==> config.mk <==
export PLATFORM = sky130hd
export DESIGN_NAME = poly_horner_pipe
export DESIGN_NICKNAME = d
export VERILOG_FILES = /design/src/rtl/poly_horner_pipe.sv
export SDC_FILE = /design/constraint.sdc
export NUM_CORES = 1
export LEC_CHECK = 0
export ABC_AREA = 0
export BUFFER_PORTS_ARGS = -buffer_cell sky130_fd_sc_hd__buf_2
export CAP_MARGIN = 0
export CORE_AREA = 2 2 219 221
export CTS_CLUSTER_SIZE = 28
export DETAILED_ROUTE_END_ITERATION = 8
export DIE_AREA = 0 0 221 223
export REMOVE_ABC_BUFFERS = 1
export SLEW_MARGIN = 5
export SYNTH_ARGS = -nofsm -noshare
export SYNTH_HDL_FRONTEND = slang
export SYNTH_SLANG_ARGS = --single-unit
==> constraint.sdc <==
create_clock -name clk -period 16.1 [get_ports clk]
set_input_delay 3.22 -clock clk [delete_from_list [all_inputs] [get_ports clk]]
set_output_delay 3.22 -clock clk [all_outputs]
set_load 0.02 [all_outputs]
==> src/rtl/poly_horner_pipe.sv <==
`default_nettype none
// ============================================================================
// Module   : poly_horner_pipe
// Purpose  : Streaming polynomial evaluator,
//            y = C[D]*x^D + ... + C[1]*x + C[0].
//            It uses Horner's rule across DEGREE+1 registered stages and
//            accepts one sample per cycle when the output is not stalled.
//            The coefficients are loaded at run time and can only be
//            written while the pipeline is empty.
// Ports    : clk, rst_n       - clock, asynchronous active-low reset
//            coef_we/addr/wdata - coefficient write port (C[addr] <= wdata)
//            busy             - some stage holds a valid sample
//            in_valid/in_ready/x   - input sample stream
//            out_valid/out_ready/y - result stream
// Config   : POLY_HORNER_SAT_EN - when defined, every product and every sum
//            saturates to the signed WIDTH range. Otherwise they wrap
//            modulo 2^WIDTH.
// Revision : 1.0 - initial release
// ============================================================================
module poly_horner_pipe #(
  parameter int WIDTH  = 16,
  parameter int DEGREE = 3,
  parameter int ADDR_W = $clog2(DEGREE + 1)
) (
  input  logic                    clk,
  input  logic                    rst_n,
  input  logic                    coef_we,
  input  logic [ADDR_W-1:0]       coef_addr,
  input  logic signed [WIDTH-1:0] coef_wdata,
  output logic                    busy,
  input  logic                    in_valid,
  output logic                    in_ready,
  input  logic signed [WIDTH-1:0] x,
  output logic                    out_valid,
  input  logic                    out_ready,
  output logic signed [WIDTH-1:0] y
);

`ifdef POLY_HORNER_SAT_EN
  localparam logic signed [2*WIDTH-1:0] c_pmax = {{(WIDTH+1){1'b0}}, {(WIDTH-1){1'b1}}};
  localparam logic signed [2*WIDTH-1:0] c_pmin = {{(WIDTH+1){1'b1}}, {(WIDTH-1){1'b0}}};
  localparam logic signed [WIDTH-1:0]   c_max  = {1'b0, {(WIDTH-1){1'b1}}};
  localparam logic signed [WIDTH-1:0]   c_min  = {1'b1, {(WIDTH-1){1'b0}}};
`endif

  // One Horner step: a*b + c, reduced to WIDTH bits.
  function automatic logic signed [WIDTH-1:0] horner_step(
    input logic signed [WIDTH-1:0] a,
    input logic signed [WIDTH-1:0] b,
    input logic signed [WIDTH-1:0] c
  );
`ifdef POLY_HORNER_SAT_EN
    logic signed [2*WIDTH-1:0] a_ext;
    logic signed [2*WIDTH-1:0] b_ext;
    logic signed [2*WIDTH-1:0] prod;
    logic signed [WIDTH-1:0]   prod_sat;
    logic signed [WIDTH:0]     sum;
    logic signed [WIDTH-1:0]   res;
    a_ext = {{WIDTH{a[WIDTH-1]}}, a};
    b_ext = {{WIDTH{b[WIDTH-1]}}, b};
    prod  = a_ext * b_ext;
    if (prod > c_pmax) begin
      prod_sat = c_max;
    end else if (prod < c_pmin) begin
      prod_sat = c_min;
    end else begin
      prod_sat = prod[WIDTH-1:0];
    end
    sum = {prod_sat[WIDTH-1], prod_sat} + {c[WIDTH-1], c};
    // The top two bits differ only when the WIDTH+1 sum has left the WIDTH range.
    if (sum[WIDTH] != sum[WIDTH-1]) begin
      res = sum[WIDTH] ? c_min : c_max;
    end else begin
      res = sum[WIDTH-1:0];
    end
    return res;
`else
    logic signed [WIDTH-1:0] prod_lo;
    // The low WIDTH bits of a product or a sum do not depend on the upper bits
    // that are discarded. So computing directly in WIDTH bits gives the
    // same result as wrapping the full-width values modulo 2^WIDTH.
    prod_lo = a * b;
    return prod_lo + c;
`endif
  endfunction

  logic                    rdy_en_q, rdy_en_d;
  logic [DEGREE:0]         valid_q, valid_d;
  logic signed [WIDTH-1:0] x_q    [0:DEGREE];
  logic signed [WIDTH-1:0] x_d    [0:DEGREE];
  logic signed [WIDTH-1:0] acc_q  [0:DEGREE];
  logic signed [WIDTH-1:0] acc_d  [0:DEGREE];
  logic signed [WIDTH-1:0] coef_q [0:DEGREE];
  logic signed [WIDTH-1:0] coef_d [0:DEGREE];

  logic advance;
  logic accept;
  logic coef_ok;

  // rdy_en_q holds in_ready low until the first clock edge after reset is released.
  assign out_valid = valid_q[DEGREE];
  assign y         = acc_q[DEGREE];
  assign busy      = |valid_q;
  assign advance   = !valid_q[DEGREE] || out_ready;
  assign in_ready  = rdy_en_q && advance;
  assign accept    = in_valid && in_ready;
  // Writes are only taken while the pipeline is empty. This guarantees that
  // every sample in flight sees a single coefficient set.
  assign coef_ok   = coef_we && !busy && !accept;

  always_comb begin
    rdy_en_d = 1'b1;
    valid_d  = valid_q;
    x_d      = x_q;
    acc_d    = acc_q;
    coef_d   = coef_q;

    if (advance) begin
      valid_d[0] = accept;
      if (accept) begin
        x_d[0]   = x;
        acc_d[0] = coef_q[DEGREE];
      end
      for (int k = 1; k <= DEGREE; k++) begin
        valid_d[k] = valid_q[k-1];
        x_d[k]     = x_q[k-1];
        acc_d[k]   = horner_step(acc_q[k-1], x_q[k-1], coef_q[DEGREE-k]);
      end
    end

    // Indices above DEGREE match no entry, so the write is ignored.
    for (int k = 0; k <= DEGREE; k++) begin
      if (coef_ok && (coef_addr == ADDR_W'(k))) begin
        coef_d[k] = coef_wdata;
      end
    end
  end

  always_ff @(posedge clk or negedge rst_n) begin
    if (!rst_n) begin
      rdy_en_q <= 1'b0;
      valid_q  <= '0;
      for (int k = 0; k <= DEGREE; k++) begin
        x_q[k]    <= '0;
        acc_q[k]  <= '0;
        coef_q[k] <= '0;
      end
    end else begin
      rdy_en_q <= rdy_en_d;
      valid_q  <= valid_d;
      x_q      <= x_d;
      acc_q    <= acc_d;
      coef_q   <= coef_d;
    end
  end

endmodule
`default_nettype wire

==> results.json, run 1 <==
{
  "status": "complete, no violations",
  "pin_count": 58,
  "antenna_found_initial": 2,
  "layout-drive-gt1-share_pct": 6.59,
  "clkTransAtPathRegs_ns": 0.07,
  "die_area_um2": 49300,
  "initial_core_util_pct": 44.4,
  "area_growth_pct": 6.13,
  "slowest_stage": "buf_4",
  "gp_congestion": 0.874,
  "netlist.area_leader.share_pct": 26.7,
  "synth-seq-cells": 181,
  "post-route-period-util_pct": 48.0,
  "seq_area_frac_synth_pct": 21.6,
  "layout_commonest_cell": "inv_1",
  "grt_pass1_wl_um": 80200,
  "crit_type": "in -> out",
  "multiInputGateArea_um2": 14100,
  "crit_required_ns": 12.88,
  "syn-cell-area_um2": 21000,
  "hold_viol_final": 0,
  "grt_usage_pct": 20.7,
  "cts.sinks": 181,
  "synth_cell_type_count": 49,
  "cts_hold_buf": 0,
  "final_cell_mix": "inv_1 (507), nand2_1 (326), fa_1 (279), and2_1 (235), ha_1 (198)",
  "slew_violations": 0,
  "grt_max_degree": 125,
  "rsz0062_at_grt": "no",
  "clock_path_buffers": 2,
  "layout.nets": 2717,
  "portBuffers": 57,
  "synth_top_flop_cell": "dfrtp_1",
  "drc": 0,
  "seq_area_um2": 4530,
  "yosysWarnings": 0,
  "cts_tree": "done",
  "synthTopCellsByArea": "fa_1 (27%), dfrtp_1 (22%), ha_1 (12%), inv_1 (9.1%), and2_1 (7.0%)",
  "cp_num_buf_inv": 3,
  "wl_um": 48500,
  "dr.pass1.iters": 5,
  "worst_pin_slew_ns": 1.03,
  "path_cells": "buf_2 -> nand2b_2 -> buf_4 -> and2_1 -> buf_2",
  "postSynthAreaPerCell_um2": 9.46,
  "htreeDepth": 4,
  "root_buffer": "clkbuf_16",
  "yosys.area.top_type": "fa_1",
  "ant_nets": 0,
  "setup_tns_ns": 0,
  "grt_pass1_vias": 15000,
  "synth_edf_count": 0,
  "cts-resized-gates": 0,
  "hp-class": "reg -> reg",
  "clock_latency_ns": 0.45,
  "place_hpwl_um": 36600,
  "maxCapViolations": 0,
  "avgRoutedWirePerCell_um": 17.1,
  "drt_iter0_drc": 636,
  "crit_family": "buffers and inverters",
  "max_slew_margin_pct": 31.4,
  "cp-end-kind": "output pin",
  "grt-ovfl-total": 0,
  "rows": 80,
  "async_flop_share_pct": 100,
  "worstSetupStartpointType": "input port",
  "core_area_um2": 47100,
  "worst_clock_skew_ns": 0.0138,
  "fill_cells": 4440,
  "syn_inst": 2215,
  "vias": 14000,
  "slowest_delay_ns": 0.64,
  "period_needed_ns": 7.72,
  "path_max_fanout": 77,
  "finalSetupViolCount": 0,
  "viasPerCell": 4.93,
  "worstPathArrival_ns": 4.50,
  "cts_setup_buffers": 0,
  "numCtsBuffers": 17,
  "crit_path_frequent_cell": "buf_2",
  "die_x_um": 221,
  "max_freq_mhz": 129,
  "die_h_um": 223
}
==> final timing paths <==
check | start | to | slack, ns | cells past startpoint
worst max-delay path | out_ready | in_ready | 8.38 | 5
worst min-delay path | y[8] | y[8] | 0.48 | 2
worst max register to register | x_q[49] | acc_q[47] | 10.27 | 16
worst min register to register | y[8] | y[8] | 0.48 | 2
max in group asynchronous | rst_n | acc_q[22] | 11.79 | 2
min in group asynchronous | rst_n | coef_q[13] | 2.89 | 1
==> tightest hold or removal path, cell delays in order, from the launching register on <==
cell and delay (ns):
dfrtp_1 0.34, nand2_1 0.04, o21ai_0 0.05
==> metrics by stage <==
stage / instance area [um^2] / util [%] / hold WS, ns / std cells / setup slack, ns
after CTS: 22200 / 47.1 / 0.480 / 2829 / 8.36
final: 22200 / 47.2 / 0.476 / 2831 / 8.38
after detailed placement: 21600 / 45.9 / 0.460 / 2797 / 8.36
after global placement: 21600 / 45.9 / 0.451 / 2797 / 8.38
after floorplan: 20500 / - / 0.453 / 2120 / 7.89
after global routing: 22200 / 47.1 / 0.511 / 2829 / 8.28
==> Yosys cell counts, types with 2 or more instances <==
cell and count:
nand2_2 4, a21o_1 10, nand2b_1 12, nor4b_1 2, o22ai_1 3, inv_1 507
buf_2 5, or3_1 2, a21oi_1 25, nor2b_1 8, xnor3_1 6, nor2_1 27
o41ai_1 2, a211oi_1 3, and2_1 235, and2_2 6, o21a_1 16, ha_1 198
buf_4 18, o221ai_1 2, xnor2_2 2, o21ai_0 22, buf_1 4, o21bai_1 2
a31oi_1 3, o32a_1 2, clkbuf_1 67, dfrtp_1 181, nand2_1 326, or2_1 2
mux2i_1 3, xnor2_1 80, mux2_2 33, o31a_1 3, fa_1 279, nor3_1 3
mux2_1 63, o21ai_1 6, xor2_1 33
==> state kept, by name (all words and copies together), names as in the netlist <==
signal,count
x_q,48
valid_q,4
y,16
acc_q,48
coef_q,64
rdy_en_q,1
==> kinds of logic (layout without fill, tap and decap cells) <==
logic type / after synthesis / count (layout) / share of synthesized area (%)
simple gates: 634 / 634 / 14.9
buf+inv: 602 / 601 / 11.2
fa+ha+maj: 477 / 477 / 38.5
flops: 181 / 181 / 21.6
xor+xnor: 121 / 121 / 5.52
compound gates: 100 / 100 / 2.99
mux: 99 / 99 / 5.30
other cells: 1 / 3 / 0.0179
==> metal layers <==
| metal | global-route usage, % | share of wire [%] | vias up |
|---|---|---|---|
| met5 | 0 | 0 | - |
| met4 | 6.04 | 2.7 | 0 |
| met3 | 2.58 | 3.2 | 75 |
| met2 | 36.5 | 50 | 236 |
| met1 | 26.7 | 44 | 7126 |
| li1 | - | - | 6527 |
==> area by class of cell <==
type / count / share of cell area (%)
inverter: 507 / 8.56
antenna: 2 / 0.0225
tap: 615 / 3.46
sequential: 181 / 20.4
timing repair buffer: 62 / 1.49
clock buffer: 17 / 1.91
multi-input combinational: 1432 / 63.4
clock inverter: 15 / 0.810
Power of run 1 is left out: the tool's default activity adds up to more than one toggle a clock period on the data nets, which glitch-free logic cannot reach.
==> run 2: changes to the inputs <==
clock period = 7.5 ns   (was 16.1 ns; I/O delays follow)
==> run 2 against run 1 <==
Critical endpoint is now acc_q[30]. First-iteration DRC count increased by 22%. Non-clock buffer count down 1. Final area is essentially flat. Core utilization barely moved. Largest cell class unchanged. Via count shrank 0.10%. Die area unchanged. Sequential share of layout area barely moved. Setup slack got worse by 6.6 ns. Sequential cell count unchanged. Critical path type is now reg -> reg. Clock skew about the same. Critical path depth up 12.
==> results.json, run 2 (synthesis results as in run 1) <==
{
  "fin_ws_ns": 1.78,
  "r2r_start": "x_q[33]",
  "period_needed_ns": 5.72,
  "grt-ovfl-total": 0,
  "final_cell_area_um2": 22200,
  "worstPathArrival_ns": 6.02,
  "cp-end-kind": "register",
  "place_hpwl_um": 38100,
  "largest-register": "coef_q",
  "area_growth_pct": 6.05,
  "cts-resized-gates": 0,
  "clock_path_buffers": 2,
  "path_max_fanout": 17,
  "worst_clock_skew_ns": 0.0140,
  "pin_count": 58,
  "wl_um": 50100,
  "cts_tree": "done",
  "crit_family": "adder cells",
  "hold_viol_final": 0,
  "layout-drive-gt1-share_pct": 6.51,
  "worst_pin_slew_ns": 1.07,
  "path_cells": "and2_1 -> fa_1 -> inv_1 -> fa_1 -> inv_1 -> ha_1 -> fa_1 -> fa_1 -> inv_1 -> fa_1 -> inv_1 -> ha_1 -> or3_1 -> o32a_1 -> a31oi_1 -> nor4b_1 -> o41ai_1",
  "avgRoutedWirePerCell_um": 17.7,
  "status": "complete, no violations",
  "numCtsBuffers": 17,
  "crit_type": "reg -> reg",
  "slew_violations": 0,
  "cts_setup_buffers": 0,
  "seq_area_um2": 4530,
  "die_area_um2": 49300,
  "crit_path_frequent_cell": "fa_1",
  "slowest_stage": "dfrtp_1",
  "slowest_delay_ns": 0.63,
  "largest_reg_flops": 64,
  "clkTransAtPathRegs_ns": 0.07,
  "cp_num_buf_inv": 4,
  "grt_pass1_vias": 15200,
  "layout.nets": 2716,
  "crit_required_ns": 7.80,
  "max_freq_mhz": 175,
  "largestRegisters": "coef_q (64), acc_q (48), x_q (48)",
  "cts.sinks": 181,
  "die_x_um": 221,
  "dp.cells": 2796,
  "cts_hold_buf": 0,
  "core_area_um2": 47100,
  "grt_max_degree": 102,
  "finalSetupViolCount": 0,
  "die_h_um": 223,
  "worstSetupStartpointType": "register",
  "initial_core_util_pct": 44.4,
  "post-route-period-util_pct": 76.3,
  "layout_commonest_cell": "inv_1",
  "finalNonFillerCells": 2828,
  "grt_pass1_wl_um": 82400,
  "final_cell_mix": "inv_1 (507), nand2_1 (326), fa_1 (279), and2_1 (235), ha_1 (198)",
  "dr.pass1.iters": 5,
  "worstHoldStart": "y[3]",
  "rsz0062_at_grt": "no",
  "maxCapViolations": 0,
  "startpoint": "x_q[33]",
  "setup_tns_ns": 0,
  "grt_usage_pct": 21.4,
  "root_buffer": "clkbuf_16",
  "pre_cts_ws_ns": 1.86,
  "clock_latency_ns": 0.46,
  "vias": 14000,
  "htreeDepth": 4,
  "portBuffers": 57,
  "gp_congestion": 0.872,
  "rows": 80,
  "max_slew_margin_pct": 28.8,
  "antenna-diode-count": 0,
  "viasPerCell": 4.93,
  "drc": 0,
  "postPlaceCellArea_um2": 21600,
  "fill_cells": 4427,
  "multiInputGateArea_um2": 14100,
  "hp-class": "reg -> reg",
  "drt_iter0_drc": 778,
  "ant_nets": 0,
  "antenna_found_initial": 5
}
## run 2: area by class of cell
type,instances,area share (%)
multi-input cells,1432,63.4
flip-flops and latches,181,20.4
inverters,507,8.57
well taps,615,3.46
clock buffers,18,1.93
repair buffers,61,1.46
clock inverters,14,0.777
## run 2: routing by layer
metal  vias to the layer above  share of wire [%]  wire [um]  track usage, %
li1                       6516                  -          -               -
met1                      7047                 44      21900            27.9
met2                       309                 50      25200            37.9
met3                        78                3.6       1820            2.21
met4                         0                2.3       1160            5.91
met5                         -                  0          0               0
## run 2: metrics by stage
step                hold slack (ns)  utilization, %
finish                        0.472            47.1
global route                  0.508            47.1
CTS                           0.477            47.1
detailed placement            0.456            45.8
global placement              0.452            45.8
floorplan                     0.453               -
## run 2: worst reg2reg max path, stage by stage (launching register included)
cell and delay, ns:
dfrtp_1 0.63, and2_1 0.31, fa_1 0.53, inv_1 0.06, fa_1 0.53, inv_1 0.04, ha_1 0.18, fa_1 0.46
fa_1 0.54, inv_1 0.05, fa_1 0.47, inv_1 0.04, ha_1 0.19, or3_1 0.32, o32a_1 0.33, a31oi_1 0.32
nor4b_1 0.43, o41ai_1 0.14
## run 2: worst paths after layout
path	end	slack, ns	cells past startpoint
max reg2reg	acc_q[30]	1.78	17
min	y[3]	0.47	2
min reg2reg	y[3]	0.47	2
max in group asynchronous	coef_q[63]	4.71	2
max	acc_q[30]	1.78	17
min in group asynchronous	coef_q[29]	1.12	1
Power of run 2 is left out for the same reason.
==> run 3: changes to the inputs <==
clock period = 4.7 ns   (was 7.5 ns; I/O delays follow)
==> run 3 against run 2 <==
The flow now finishes with violations (negative setup slack). Register-to-register slack lost 2.3 ns. Cell count grew 9.6%. Sequential share of layout area shrank 2.3 points. Highest routed layer unchanged. Critical endpoint unchanged. Via count grew 7.5%. Final area grew 13%. Global-route usage grew 2.0 points. Count of clock-buffer cells in the layout shrank 1.
==> results.json, run 3 (synthesis results as in run 1) <==
{
  "post-route-period-util_pct": 110,
  "finalNonFillerCells": 3099,
  "path_cells": "buf_6 -> buf_4 -> and2_4 -> fa_1 -> inv_2 -> fa_2 -> fa_1 -> fa_1 -> inv_1 -> fa_1 -> inv_1 -> fa_1 -> inv_2 -> ha_4 -> a21o_1 -> a31oi_4 -> nor4b_4 -> o41ai_2",
  "area_growth_pct": 20.3,
  "largest-register": "coef_q",
  "fill_cells": 4266,
  "worst_pin_slew_ns": 1.03,
  "antenna_found_initial": 3,
  "seq_area_um2": 4560,
  "die_x_um": 221,
  "reg2reg_depth": 18,
  "cts_hold_buf": 0,
  "vias": 15000,
  "period_needed_ns": 5.17,
  "crit_type": "reg -> reg",
  "status": "finished with violations",
  "layout_commonest_cell": "inv_1",
  "setup_tns_ns": -6.39,
  "worst_clock_skew_ns": 0.0148,
  "slowest_delay_ns": 0.57,
  "r2r_start": "acc_q[37]",
  "hold_viol_final": 0,
  "finalSetupViolCount": 19,
  "max_slew_margin_pct": 31.1,
  "drc": 0,
  "final_cell_mix": "inv_1 (490), nand2_1 (317), fa_1 (272), buf_4 (235), and2_1 (210)",
  "min_path_cells": 2,
  "dr.pass1.iters": 5,
  "cp_num_cells": 18,
  "die_area_um2": 49300,
  "slowest_stage": "fa_2",
  "rows": 80,
  "layout.nets": 2986,
  "avgRoutedWirePerCell_um": 17.7,
  "slew_violations": 0,
  "crit_required_ns": 5.04,
  "rsz0062_at_grt": "yes",
  "gp_congestion": 0.905,
  "dp.cells": 3018,
  "ant_nets": 0,
  "hold_end": "y[3]",
  "htreeDepth": 4,
  "cp_num_buf_inv": 6,
  "pin_count": 58,
  "core_area_um2": 47100,
  "drt_iter0_drc": 659,
  "hp-class": "reg -> reg",
  "grt_pass1_wl_um": 89800,
  "max_freq_mhz": 193,
  "worstHoldStart": "y[3]",
  "grt_usage_pct": 23.4,
  "root_buffer": "clkbuf_16",
  "path_max_fanout": 3,
  "ff2ff_setup_slack_ns": -0.47,
  "fin_ws_ns": -0.473,
  "cts.sinks": 181,
  "multiInputGateArea_um2": 14800,
  "portBuffers": 57,
  "failed_checks": "negative setup slack",
  "startpoint": "acc_q[37]",
  "grt_pass1_vias": 16500,
  "cts_tree": "done",
  "largestRegisters": "coef_q (64), acc_q (48), x_q (48)",
  "clock_path_buffers": 2,
  "r2r_end": "acc_q[30]",
  "layout-drive-gt1-share_pct": 23.1,
  "wl_um": 54900,
  "crit_path_frequent_cell": "fa_1",
  "largest_reg_flops": 64,
  "clkTransAtPathRegs_ns": 0.08,
  "viasPerCell": 4.84,
  "worstPathArrival_ns": 5.51,
  "worstSetupStartpointType": "register",
  "final_cell_area_um2": 25200,
  "grt-ovfl-total": 0,
  "crit_family": "adder cells",
  "clock_latency_ns": 0.47,
  "place_hpwl_um": 44300,
  "pre_cts_ws_ns": -0.733,
  "grt_max_degree": 107,
  "cp-end-kind": "register",
  "maxCapViolations": 0,
  "initial_core_util_pct": 44.4,
  "postPlaceCellArea_um2": 23300,
  "numCtsBuffers": 17,
  "die_h_um": 223
}
-- run 3: cell count changes in the layout (fill, tap and decap cells not counted), moves of 26 or more --
| cell | before | now |
|---|---|---|
| buf_6 | 0 | 35 |
| buf_4 | 4 | 235 |
| dfrtp_1 | 181 | 155 |
| ha_1 | 198 | 169 |
| dfrtp_2 | 0 | 26 |
-- run 3: what timing repair did --
item | in CTS | in global routing
endpoints found under the setup margin | 22 | 26
buffers inserted | 33 | 19
resized for setup | 140 | 89
gates cloned | 0 | 0
pin swaps | 82 | 86
hold endpoints to repair | 0 | 0
-- run 3: worst max-delay path by stage --
stage / to / slack [ns]
after floorplan: y[15] / -0.53
after global placement: acc_q[47] / -0.70
after detailed placement: acc_q[47] / -0.73
after CTS: y[15] / -0.51
after global routing: y[15] / -0.66
final: acc_q[30] / -0.47
-- run 3: metal layers --
| metal | GRT usage, % | routed length [um] | vias up |
|---|---|---|---|
| met4 | 6.75 | 1520 | 0 |
| met5 | 0 | 0 | - |
| met2 | 41.4 | 28100 | 267 |
| met3 | 2.95 | 1900 | 79 |
| li1 | - | - | 7056 |
| met1 | 29.9 | 23400 | 7589 |
-- run 3: cell type report --
type | count | area share [%]
sequential | 181 | 18.1
clock buffer | 17 | 1.69
tap | 615 | 3.05
antenna | 1 | 0.00993
multi-input combinational | 1432 | 58.7
timing repair buffer | 331 | 10.0
inverter | 507 | 7.55
clock inverter | 15 | 0.894
-- run 3: worst min-delay path: cells and delay by family (launching register included) --
kind | cells | cell delay (ns)
AND/OR/NAND/NOR | 2 | 0.10
flip-flops | 1 | 0.34
-- run 3: per-stage QoR --
step	hold slack, ns	utilization [%]
6_report	0.460	53.4
5_1_grt	0.505	53.4
4_1_cts	0.467	52.5
3_5_place_dp	0.452	49.5
3_3_place_gp	0.446	49.5
2_1_floorplan	0.453	-
Power of run 3 is left out for the same reason.
